`src/rtl/game_state_sequencer.sv`:
```
// game_state_sequencer: per-frame pong logic for the graphics pipeline.
// Each vga_vs falling edge starts a fixed update sequence on working copies:
// PADS -> BALL -> WALLS -> PADHIT -> SCORE -> COMMIT. The outputs are loaded
// only on the COMMIT cycle, so the raster never sees a half-updated frame.
// Optional build macro AI_PAD_EN: the right pad follows the ball instead of btn[3:2].
module game_state_sequencer #(
  parameter int unsigned SCREEN_WIDTH  = 640,
  parameter int unsigned SCREEN_HEIGHT = 480,
  parameter int unsigned PAD_HEIGHT    = 64,
  parameter int unsigned PAD_WIDTH     = 8,
  parameter int unsigned PAD_DISTANCE  = 16,
  parameter int unsigned PAD_SPEED     = 4,
  parameter int unsigned BALL_SPEED    = 2,
  parameter int unsigned BALL_RADIUS   = 4,
  parameter int unsigned WIN_SCORE     = 9
) (
  input  logic        clk_vga,
  input  logic        rst,
  input  logic        vga_vs,
  input  logic [3:0]  btn,
  input  logic        serve,
  output logic [11:0] pad_left,
  output logic [11:0] pad_right,
  output logic [11:0] ball_x,
  output logic [11:0] ball_y,
  output logic [3:0]  score_left,
  output logic [3:0]  score_right,
  output logic        game_over,
  output logic        busy
);

  localparam int unsigned CW   = 12;
  localparam int unsigned SW   = CW + 1;
  localparam int unsigned FACE = PAD_DISTANCE + PAD_WIDTH + BALL_RADIUS;

  typedef logic signed [SW-1:0] coord_t;

  localparam coord_t PAD_MIN  = SW'(PAD_HEIGHT / 2);
  localparam coord_t PAD_MAX  = SW'(SCREEN_HEIGHT - 1 - PAD_HEIGHT / 2);
  localparam coord_t CX       = SW'(SCREEN_WIDTH / 2);
  localparam coord_t CY       = SW'(SCREEN_HEIGHT / 2);
  localparam coord_t Y_MIN    = SW'(BALL_RADIUS);
  localparam coord_t Y_MAX    = SW'(SCREEN_HEIGHT - 1 - BALL_RADIUS);
  localparam coord_t FACE_L   = SW'(FACE);
  localparam coord_t FACE_R   = SW'(SCREEN_WIDTH - 1 - FACE);
  localparam coord_t MISS_L   = SW'(BALL_RADIUS);
  localparam coord_t MISS_R   = SW'(SCREEN_WIDTH - 1 - BALL_RADIUS);
  localparam coord_t HIT_SPAN = SW'(PAD_HEIGHT / 2 + BALL_RADIUS);
  localparam coord_t PSTEP    = SW'(PAD_SPEED);
  localparam coord_t BSTEP    = SW'(BALL_SPEED);
  localparam logic [3:0] WIN  = 4'(WIN_SCORE);

  typedef enum logic [2:0] {IDLE, PADS, BALL, WALLS, PADHIT, SCORE, COMMIT} state_t;

  state_t     state, state_d;
  logic       vs_prev, frame_start;
  coord_t     wl, wr, wx, wy, wl_d, wr_d, wx_d, wy_d;
  logic       dx_neg, dy_neg, launched, over;
  logic       dx_neg_d, dy_neg_d, launched_d, over_d;
  logic [3:0] sl, sr, sl_d, sr_d;
  logic       commit;
  logic       right_up, right_dn;

  // Pad step with clamping; both or neither button means no move.
  function automatic coord_t pad_move(input coord_t y, input logic up, input logic dn);
    coord_t t;
    t = y;
    if (up && !dn)      t = y - PSTEP;
    else if (dn && !up) t = y + PSTEP;
    if (t < PAD_MIN)      t = PAD_MIN;
    else if (t > PAD_MAX) t = PAD_MAX;
    return t;
  endfunction

  // True when the ball centre is vertically within the pad's reach.
  function automatic logic pad_reach(input coord_t a, input coord_t b);
    coord_t d;
    d = a - b;
    if (d[SW-1]) d = -d;
    return d < HIT_SPAN;
  endfunction

  assign frame_start = vs_prev & ~vga_vs;

`ifdef AI_PAD_EN
  coord_t ai_diff;
  logic   unused_btn;
  assign ai_diff    = wy - wr;
  assign right_up   = ai_diff < -PSTEP;
  assign right_dn   = ai_diff > PSTEP;
  assign unused_btn = ^btn[3:2];
`else
  assign right_up = btn[2];
  assign right_dn = btn[3];
`endif

  // State register.
  always_ff @(posedge clk_vga or negedge rst) begin
    if (!rst) state <= IDLE;
    else      state <= state_d;
  end

  // Next state and working-copy updates, one update step per state.
  always_comb begin
    state_d    = state;
    wl_d       = wl;
    wr_d       = wr;
    wx_d       = wx;
    wy_d       = wy;
    dx_neg_d   = dx_neg;
    dy_neg_d   = dy_neg;
    launched_d = launched;
    over_d     = over;
    sl_d       = sl;
    sr_d       = sr;
    commit     = 1'b0;
    if (serve && !over) launched_d = 1'b1;
    case (state)
      IDLE: if (frame_start && !over) state_d = PADS;
      PADS: begin
        state_d = BALL;
        wl_d    = pad_move(wl, btn[0], btn[1]);
        wr_d    = pad_move(wr, right_up, right_dn);
      end
      BALL: begin
        state_d = WALLS;
        if (launched) begin
          wx_d = dx_neg ? wx - BSTEP : wx + BSTEP;
          wy_d = dy_neg ? wy - BSTEP : wy + BSTEP;
        end else begin
          wx_d = CX;
          wy_d = CY;
        end
      end
      WALLS: begin
        state_d = PADHIT;
        if (wy <= Y_MIN) begin
          wy_d     = Y_MIN;
          dy_neg_d = 1'b0;
        end else if (wy >= Y_MAX) begin
          wy_d     = Y_MAX;
          dy_neg_d = 1'b1;
        end
      end
      PADHIT: begin
        state_d = SCORE;
        if (dx_neg && wx <= FACE_L && pad_reach(wy, wl)) begin
          wx_d     = FACE_L;
          dx_neg_d = 1'b0;
        end else if (!dx_neg && wx >= FACE_R && pad_reach(wy, wr)) begin
          wx_d     = FACE_R;
          dx_neg_d = 1'b1;
        end
      end
      SCORE: begin
        state_d = COMMIT;
        if (wx <= MISS_L) begin
          if (sr < WIN) sr_d = sr + 4'd1;
          wx_d       = CX;
          wy_d       = CY;
          launched_d = 1'b0;
          dx_neg_d   = 1'b1;
        end else if (wx >= MISS_R) begin
          if (sl < WIN) sl_d = sl + 4'd1;
          wx_d       = CX;
          wy_d       = CY;
          launched_d = 1'b0;
          dx_neg_d   = 1'b0;
        end
        over_d = (sl_d == WIN) || (sr_d == WIN);
      end
      COMMIT: begin
        state_d = IDLE;
        commit  = 1'b1;
      end
      default: state_d = IDLE;
    endcase
  end

  // Working copies and frame-edge history.
  always_ff @(posedge clk_vga or negedge rst) begin
    if (!rst) begin
      vs_prev  <= 1'b1;
      wl       <= CY;
      wr       <= CY;
      wx       <= CX;
      wy       <= CY;
      dx_neg   <= 1'b0;
      dy_neg   <= 1'b0;
      launched <= 1'b0;
      over     <= 1'b0;
      sl       <= 4'd0;
      sr       <= 4'd0;
    end else begin
      vs_prev  <= vga_vs;
      wl       <= wl_d;
      wr       <= wr_d;
      wx       <= wx_d;
      wy       <= wy_d;
      dx_neg   <= dx_neg_d;
      dy_neg   <= dy_neg_d;
      launched <= launched_d;
      over     <= over_d;
      sl       <= sl_d;
      sr       <= sr_d;
    end
  end

  // Published outputs: loaded together on COMMIT only.
  always_ff @(posedge clk_vga or negedge rst) begin
    if (!rst) begin
      pad_left    <= CW'(CY);
      pad_right   <= CW'(CY);
      ball_x      <= CW'(CX);
      ball_y      <= CW'(CY);
      score_left  <= 4'd0;
      score_right <= 4'd0;
      game_over   <= 1'b0;
      busy        <= 1'b0;
    end else begin
      busy <= (state_d != IDLE);
      if (commit) begin
        pad_left    <= CW'(wl);
        pad_right   <= CW'(wr);
        ball_x      <= CW'(wx);
        ball_y      <= CW'(wy);
        score_left  <= sl;
        score_right <= sr;
        game_over   <= over;
      end
    end
  end

endmodule
```
`config.mk`:
```
export PLATFORM = sky130hd
export DESIGN_NAME = game_state_sequencer
export DESIGN_NICKNAME = d
export VERILOG_FILES = /design/src/rtl/game_state_sequencer.sv
export SDC_FILE = /design/constraint.sdc
export NUM_CORES = 1
export LEC_CHECK = 0
export CORE_MARGIN = 2
export CORE_UTILIZATION = 45
export DETAILED_ROUTE_END_ITERATION = 10
export SETUP_SLACK_MARGIN = 0.2
export SLEW_MARGIN = 15
export SYNTH_ARGS = -nofsm -noshare
export SYNTH_HDL_FRONTEND = slang
export SYNTH_SLANG_ARGS = --single-unit
export TNS_END_PERCENT = 100
```
`constraint.sdc`:
```
create_clock -name clk_vga -period 4.4 [get_ports clk_vga]
set_clock_uncertainty 0.05 [all_clocks]
set_input_delay 0.88 -clock clk_vga [delete_from_list [all_inputs] [get_ports clk_vga]]
set_output_delay 0.88 -clock clk_vga [all_outputs]
set_load 0.005 [all_outputs]
```
==> results by group, run 1 <==
Outcome
  • Outcome: complete, no violations

STA
  • Minimum clock period: 3980 ps
  • Post-Route Setup TNS: 0 ps
  • FMAX: 0.251 GHz
  • Worst-margin pin slew: 959 ps
  • Rel. slew slack: 35.8%
  • Hold_ws: 419 ps
  • RSZ-0062 raised after global routing: true
  • Final Hold Viols: 0
  • Finish-stage setup viols: 0
  • Worst setup margin: 423 ps
  • Slew Viols, Final: 0
  • Fin crit share: 90.4%

Final layout
  • Commonest non-fill, non-tap cell in the layout: dfrtp_1
  • Fin util: 53.7%
  • Antenna diode count: 0
  • Final Non-Filler Cells: 1268
  • Syn-to-layout area delta: 17.7%
  • Commonest non-fill, non-tap cells in the layout: 92 x dfrtp_1, 90 x nand2_1, 79 x o21ai_0, 70 x nor2_1, 64 x clkdlybuf4s50_1
  • Nets: 1085
  • Final Cell Area: 10000 um2
  • Layout cells sized above 1: 12.1%

Clock tree
  • CTS tree: yes
  • CTS root buf: clkbuf_16
  • Clock buffer count from CTS: 17
  • Clock Pin Slew Worst Setup and Hold Paths: 60 ps
  • Maximum clock insertion buffer count: 2
  • Cts hold-fix bufs: 0
  • Insertion delay of the later-clocked pin in the worst-skew pair: 420 ps
  • H-tree lvl count: 4
  • Clk sink count: 122

Synth
  • Unique masters post-synth: 87
  • Post-synthesis mux area share: 3.50%
  • Combinational family with the most area after synthesis: compound AO/OA/AOI/OAI gates
  • Mapped Area: 8510 um2
  • Cells after Synth: 959
  • Seq cells post-synth: 122
  • Xor and xnor area share after synthesis: 5.04%
  • Synth Area in Compound Gates: 22.4%
  • Post-synth EDFFs: 0
  • Sequential cell area fraction in the yosys report: 36.3%
  • Adder-cell share of the synthesized area: 8.59%
  • Yosys warnings: 0
  • Synth Net Count: 1023
  • Share of flip-flops with an asynchronous set or reset: 100%
  • Synth Area in Simple Gates: 19.7%
  • Average size of a mapped cell: 8.87 um2
  • Main synth FF type: dfrtp_1

Floorplanning
  • Chip width: 141 um
  • Top Ports: 66
  • Core area: 18600 um2
  • Starting Density: 45.6%
  • Row Count: 50
  • Die Span Y: 141 um
  • Die ar.: 20000 um2

Setup path
  • CP max stage cell: dfrtp_1
  • CP Max Fanout: 8
  • Critical Path AT: 4230 ps
  • Req. time, crit path: 4650 ps
  • CP endpoint kind: flop
  • Worst path cell trace: inv_1 -> ha_1 -> o21ai_0 -> a2111oi_0 -> a311oi_1 -> nor4b_2 -> o211ai_1 -> a2111oi_0 -> o2111ai_1 -> and2_1 -> o32a_1
  • Crit path largest cell delay: 460 ps
  • Critical Path Source Type: flop
  • Setup CP Type: flop to flop
  • CP most frequent cell: a2111oi_0

Power
  • Sequential share of power: 24.2%
  • Peak supply drop: 0.386 mV
  • Internal Power: 5.02 mW
  • Net Sw Frac: 44.3%
  • Clock power frac: 16.2%
  • Leak Pwr: 4.18 nW
  • Pwr Total: 9.00 mW
  • Gate power share: 59.6%
  • PD cells: 899 nW/um2
  • Switching pwr: 3.99 mW

Place
  • Detailed placer's ending HPWL: 15700 um
  • Inst Count DP: 1235
  • Port buffer count: 65
  • Cell Area, Placed: 9380 um2
  • Placer congestion estimate: 0.866
  • Pre-CTS setup slack: 366 ps

Worst hold path
  • Hold Crit Class: input pin to asynchronous set/reset pin

GRT
  • Largest net degree at the start of global routing: 80
  • First-pass GRT wire length: 35900 um
  • GRT Residual Overflow: 0
  • Initial antenna violation count: 0
  • Aggregate global-route resource usage: 22.5%
  • Vias in the first global route: 6885

Detailed routing
  • TritonRoute pass-1 iters: 4
  • Initial DRC Count: 298
  • DRC: 0
  • Routed len/inst: 17.0 um
  • WL final: 21600 um
  • Vias per inst: 5.73
  • Routed Antenna Nets: 0
  • Routed via count: 7264

Run
  • Max-Cap Viols: 0
==> Yosys cell counts, drive strengths merged (9+ instances only) <==
cell,n,share of area (%)
nand3,36,2.1
a31oi,17,1.4
nor3,23,1.4
xnor2,34,3.5
or3,11,0.84
o21ai,81,4.8
and2,11,0.87
mux2,22,2.9
o21a,10,0.88
nor2,71,3.2
inv,54,2.4
xor2,15,1.5
nand2b,17,1.3
a21o,16,1.4
nor4,10,0.74
a21oi,56,3.3
nor2b,12,0.88
and3,13,0.96
dfrtp,93,27
clkbuf,26,1.3
nand2,90,4.0
o211ai,11,0.97
nand4,9,0.66
dfstp,29,9.0
ha,52,7.6
==> registers in the layout (all words and copies together), names as in the netlist, 11 cells and up <==
name       flops
wx            13
wy            13
pad_left      11
ball_x        12
wl            12
pad_right     11
wr            12
ball_y        12
==> cell type report <==
type | instances | area (um2)
clock buffers | 19 | 443
clock inverters | 13 | 168
fillers | 1726 | 8630
inverters | 55 | 206
multi-input cells | 748 | 5040
flip-flops and latches | 122 | 3090
well taps | 234 | 293
repair buffers | 77 | 776
==> worst max-delay path: cells and delay by family (launching register included) <==
| family | cells | cell delay, ps |
|---|---|---|
| AO/OA/AOI/OAI | 7 | 2170 |
| adder cells (fa/ha/maj) | 1 | 370 |
| buffers and inverters | 1 | 120 |
| flip-flops | 1 | 460 |
| AND/OR/NAND/NOR | 2 | 670 |
==> worst paths after layout <==
path / cells after the start / end / startpoint / slack, ps
min in group clk_vga: 2 / pad_left[6]$_DFFE_PN1N_ / pad_left[6]$_DFFE_PN1N_ / 430
hold reg to reg: 2 / pad_left[6]$_DFFE_PN1N_ / pad_left[6]$_DFFE_PN1N_ / 430
setup reg to reg: 11 / wx[3]$_DFFE_PN0P_ / wr[2]$_DFFE_PN0P_ / 420
hold / removal: 1 / wl[10]$_DFFE_PN0P_ / rst / 420
max in group asynchronous: 2 / vs_prev$_DFF_PN1_ / rst / 3010
setup / recovery: 11 / wx[3]$_DFFE_PN0P_ / wr[2]$_DFFE_PN0P_ / 420
==> metal layers <==
layer | global-route usage (%) | wire length, um | vias up
li1 | - | - | 3630
met1 | 31.8 | 10600 | 3464
met2 | 35.5 | 9850 | 147
met3 | 4.39 | 806 | 23
met4 | 5.74 | 363 | 0
met5 | 0 | 0 | -
==> logic make-up after synthesis <==
family,Yosys count
AND/OR/NAND/NOR,332
AO/OA/AOI/OAI,284
flip-flops,122
buffers and inverters,89
adder cells (fa/ha/maj),56
XOR/XNOR,49
multiplexers,27
==> repair_timing <==
| action | CTS | global route |
|---|---|---|
| setup buffers | 0 | 1 |
| hold endpoints to repair | 0 | 0 |
| resized for setup | 0 | 1 |
| setup endpoints to repair | 0 | 13 |
==> power by group through the flow <==
stage	sequential [mW]	combinational (mW)	clock, mW
final	2.18	5.37	1.46
after detailed placement	2.19	5.31	0
after floorplan	1.98	4.05	0
after global routing	2.25	6.05	1.54
after CTS	2.18	5.35	1.49
after global placement	2.18	5.28	0
No activity file was read; power rests on OpenSTA's default activity.
==> run 2: changes to the inputs <==
Settings changed: SLEW_MARGIN 15 to 30.
==> run 2 against run 1 <==
Effect of this change: cell count is essentially flat; first-iteration DRC count grew 1.7%; critical path depth is the same; clock power is essentially flat; setup slack lost 8.1 ps; register-to-register slack is essentially flat; clock-buffer cell count is the same; non-clock buffer count grew 1; critical path type unchanged; largest cell class unchanged; largest power group unchanged.
==> results by group, run 2 (synthesized netlist as in run 1, its figures left out) <==
Floorplanning
  • Die ar.: 20000 um2 (unchanged)
  • Row Count: 50 (unchanged)
  • Die Span Y: 141 um (unchanged)
  • Top Ports: 66 (unchanged)
  • Starting Density: 45.6% (unchanged)
  • Core area: 18600 um2 (unchanged)
  • Chip width: 141 um (unchanged)

STA
  • Finish-stage setup viols: 0 (unchanged)
  • Post-Route Setup TNS: 0 ps (unchanged)
  • Fin crit share: 90.6% (was 90.4%)
  • Worst-margin pin slew: 950 ps (was 959 ps)
  • Rel. slew slack: 36.4% (was 35.8%)
  • Minimum clock period: 3990 ps (was 3980 ps)
  • Final Hold Viols: 0 (unchanged)
  • Slew Viols, Final: 0 (unchanged)
  • RSZ-0062 raised after global routing: true (unchanged)
  • FMAX: 0.251 GHz (about the same)
  • Hold_ws: 415 ps (was 419 ps)

Final layout
  • Syn-to-layout area delta: 17.8% (was 17.7%)
  • Commonest non-fill, non-tap cells in the layout: 92 x dfrtp_1, 90 x nand2_1, 79 x o21ai_0, 70 x nor2_1, 64 x clkdlybuf4s50_1 (unchanged)
  • Antenna diode count: 0 (unchanged)
  • Biggest regs: wx (13), wy (13) (unchanged)
  • FILL cells: 1724 (was 1726)
  • Nets: 1086 (was 1085)
  • Commonest non-fill, non-tap cell in the layout: dfrtp_1 (unchanged)
  • Layout cells sized above 1: 12.2% (was 12.1%)
  • Final Non-Filler Cells: 1269 (was 1268)

Setup path
  • Critical Path AT: 4240 ps (was 4230 ps)
  • Setup CP Type: flop to flop (unchanged)
  • CP endpoint kind: flop (unchanged)
  • CP Max Fanout: 8 (unchanged)
  • Critical Path Source Type: flop (unchanged)
  • Register-to-Register Path Depth: 11 (unchanged)
  • Req. time, crit path: 4650 ps (about the same)

Detailed routing
  • Routed Antenna Nets: 0 (unchanged)
  • Routed len/inst: 17.1 um (was 17.0 um)
  • DRC: 0 (unchanged)
  • WL final: 21700 um (was 21600 um)
  • Vias per inst: 5.69 (was 5.73)
  • Routed via count: 7223 (was 7264)
  • TritonRoute pass-1 iters: 5 (was 4)
  • Initial DRC Count: 303 (was 298)

GRT
  • Initial antenna violation count: 0 (unchanged)
  • GRT Residual Overflow: 0 (unchanged)
  • Aggregate global-route resource usage: 22.5% (unchanged)
  • Largest net degree at the start of global routing: 80 (unchanged)
  • First-pass GRT wire length: 35900 um (unchanged)
  • Vias in the first global route: 6885 (unchanged)

Power
  • Leak Pwr: 4.19 nW (was 4.18 nW)
  • PD cells: 900 nW/um2 (was 899 nW/um2)
  • Peak supply drop: 0.386 mV (about the same)

Run
  • Max-Cap Viols: 0 (unchanged)

Worst hold path
  • Hold Crit Class: input pin to asynchronous set/reset pin (unchanged)

Clock tree
  • Clock Pin Slew Worst Setup and Hold Paths: 60 ps (about the same)
  • CTS root buf: clkbuf_16 (unchanged)
  • Cts hold-fix bufs: 0 (unchanged)
  • Insertion delay of the later-clocked pin in the worst-skew pair: 430 ps (was 420 ps)
  • CTS tree: yes (unchanged)
  • H-tree lvl count: 4 (unchanged)
  • Clk sink count: 122 (unchanged)
  • Clock buffer count from CTS: 17 (unchanged)
  • Maximum clock insertion buffer count: 2 (unchanged)

Place
  • Placer congestion estimate: 0.866 (unchanged)
  • Port buffer count: 65 (unchanged)
  • Detailed placer's ending HPWL: 15700 um (unchanged)
  • Inst Count DP: 1235 (unchanged)

Outcome
  • Outcome: complete, no violations (unchanged)
## run 2: cell types whose count changed in the layout (fill, tap and decap cells not counted), sizes merged
| cell | previous run | this run |
|---|---|---|
| buf | 13 | 14 |
## run 2: routing by layer
layer / share of wire [%] / global-route usage, % / up-vias
li1: - / - / 3633
met1: 49 / 31.8 / 3426
met2: 45 / 35.5 / 135
met3: 3.5 / 4.39 / 29
met4: 1.8 / 5.74 / 0
met5: 0 / 0 / -
## run 2: power by group
part	switching, mW	total (mW)	internal (mW)
clock network	0.555	1.47	0.910
registers	0.545	2.18	1.63
logic	2.90	5.38	2.48
total	4.00	9.02	5.02
## run 2: final cells by class
type	instances	area (um2)	share of cell area, %
multi-input cells	748	5040	50.2
clock buffers	19	443	4.42
clock inverters	13	168	1.67
well taps	234	293	2.92
repair buffers	78	787	7.85
inverters	55	206	2.06
flip-flops and latches	122	3090	30.8
## run 2: timing repair
action | CTS | global route
buffers inserted | 0 | 1
resized for setup | 0 | 1
setup endpoints to repair | 0 | 13
## run 2: through the flow
stage	total power, mW	instance area (um2)	utilization [%]	setup WS [ps]
after floorplan	6.04	8510	-	726
after global placement	7.47	9380	50.3	504
after detailed placement	7.50	9380	50.3	366
after CTS	9.02	9990	53.6	325
after global routing	9.84	10000	53.8	197
final	9.02	10000	53.8	415
## run 2: worst paths after layout
| kind | startpoint | endpoint | slack, ps |
|---|---|---|---|
| max reg2reg | wr[2]$_DFFE_PN0P_ | wx[3]$_DFFE_PN0P_ | 410 |
| max | wr[2]$_DFFE_PN0P_ | wx[3]$_DFFE_PN0P_ | 410 |
| min reg2reg | pad_left[6]$_DFFE_PN1N_ | pad_left[6]$_DFFE_PN1N_ | 430 |
| min in group clk_vga | pad_left[6]$_DFFE_PN1N_ | pad_left[6]$_DFFE_PN1N_ | 430 |
| max in group asynchronous | rst | vs_prev$_DFF_PN1_ | 3010 |
| min | rst | wl[10]$_DFFE_PN0P_ | 410 |
## run 2: critical path, stage by stage (launching register included)
cell and delay (ps):
dfrtp_1 460, inv_1 120, ha_1 370, o21ai_0 310, a2111oi_0 130, a311oi_1 450, nor4b_2 350, o211ai_1 150
a2111oi_0 430, o2111ai_1 350, and2_1 320, o32a_1 360
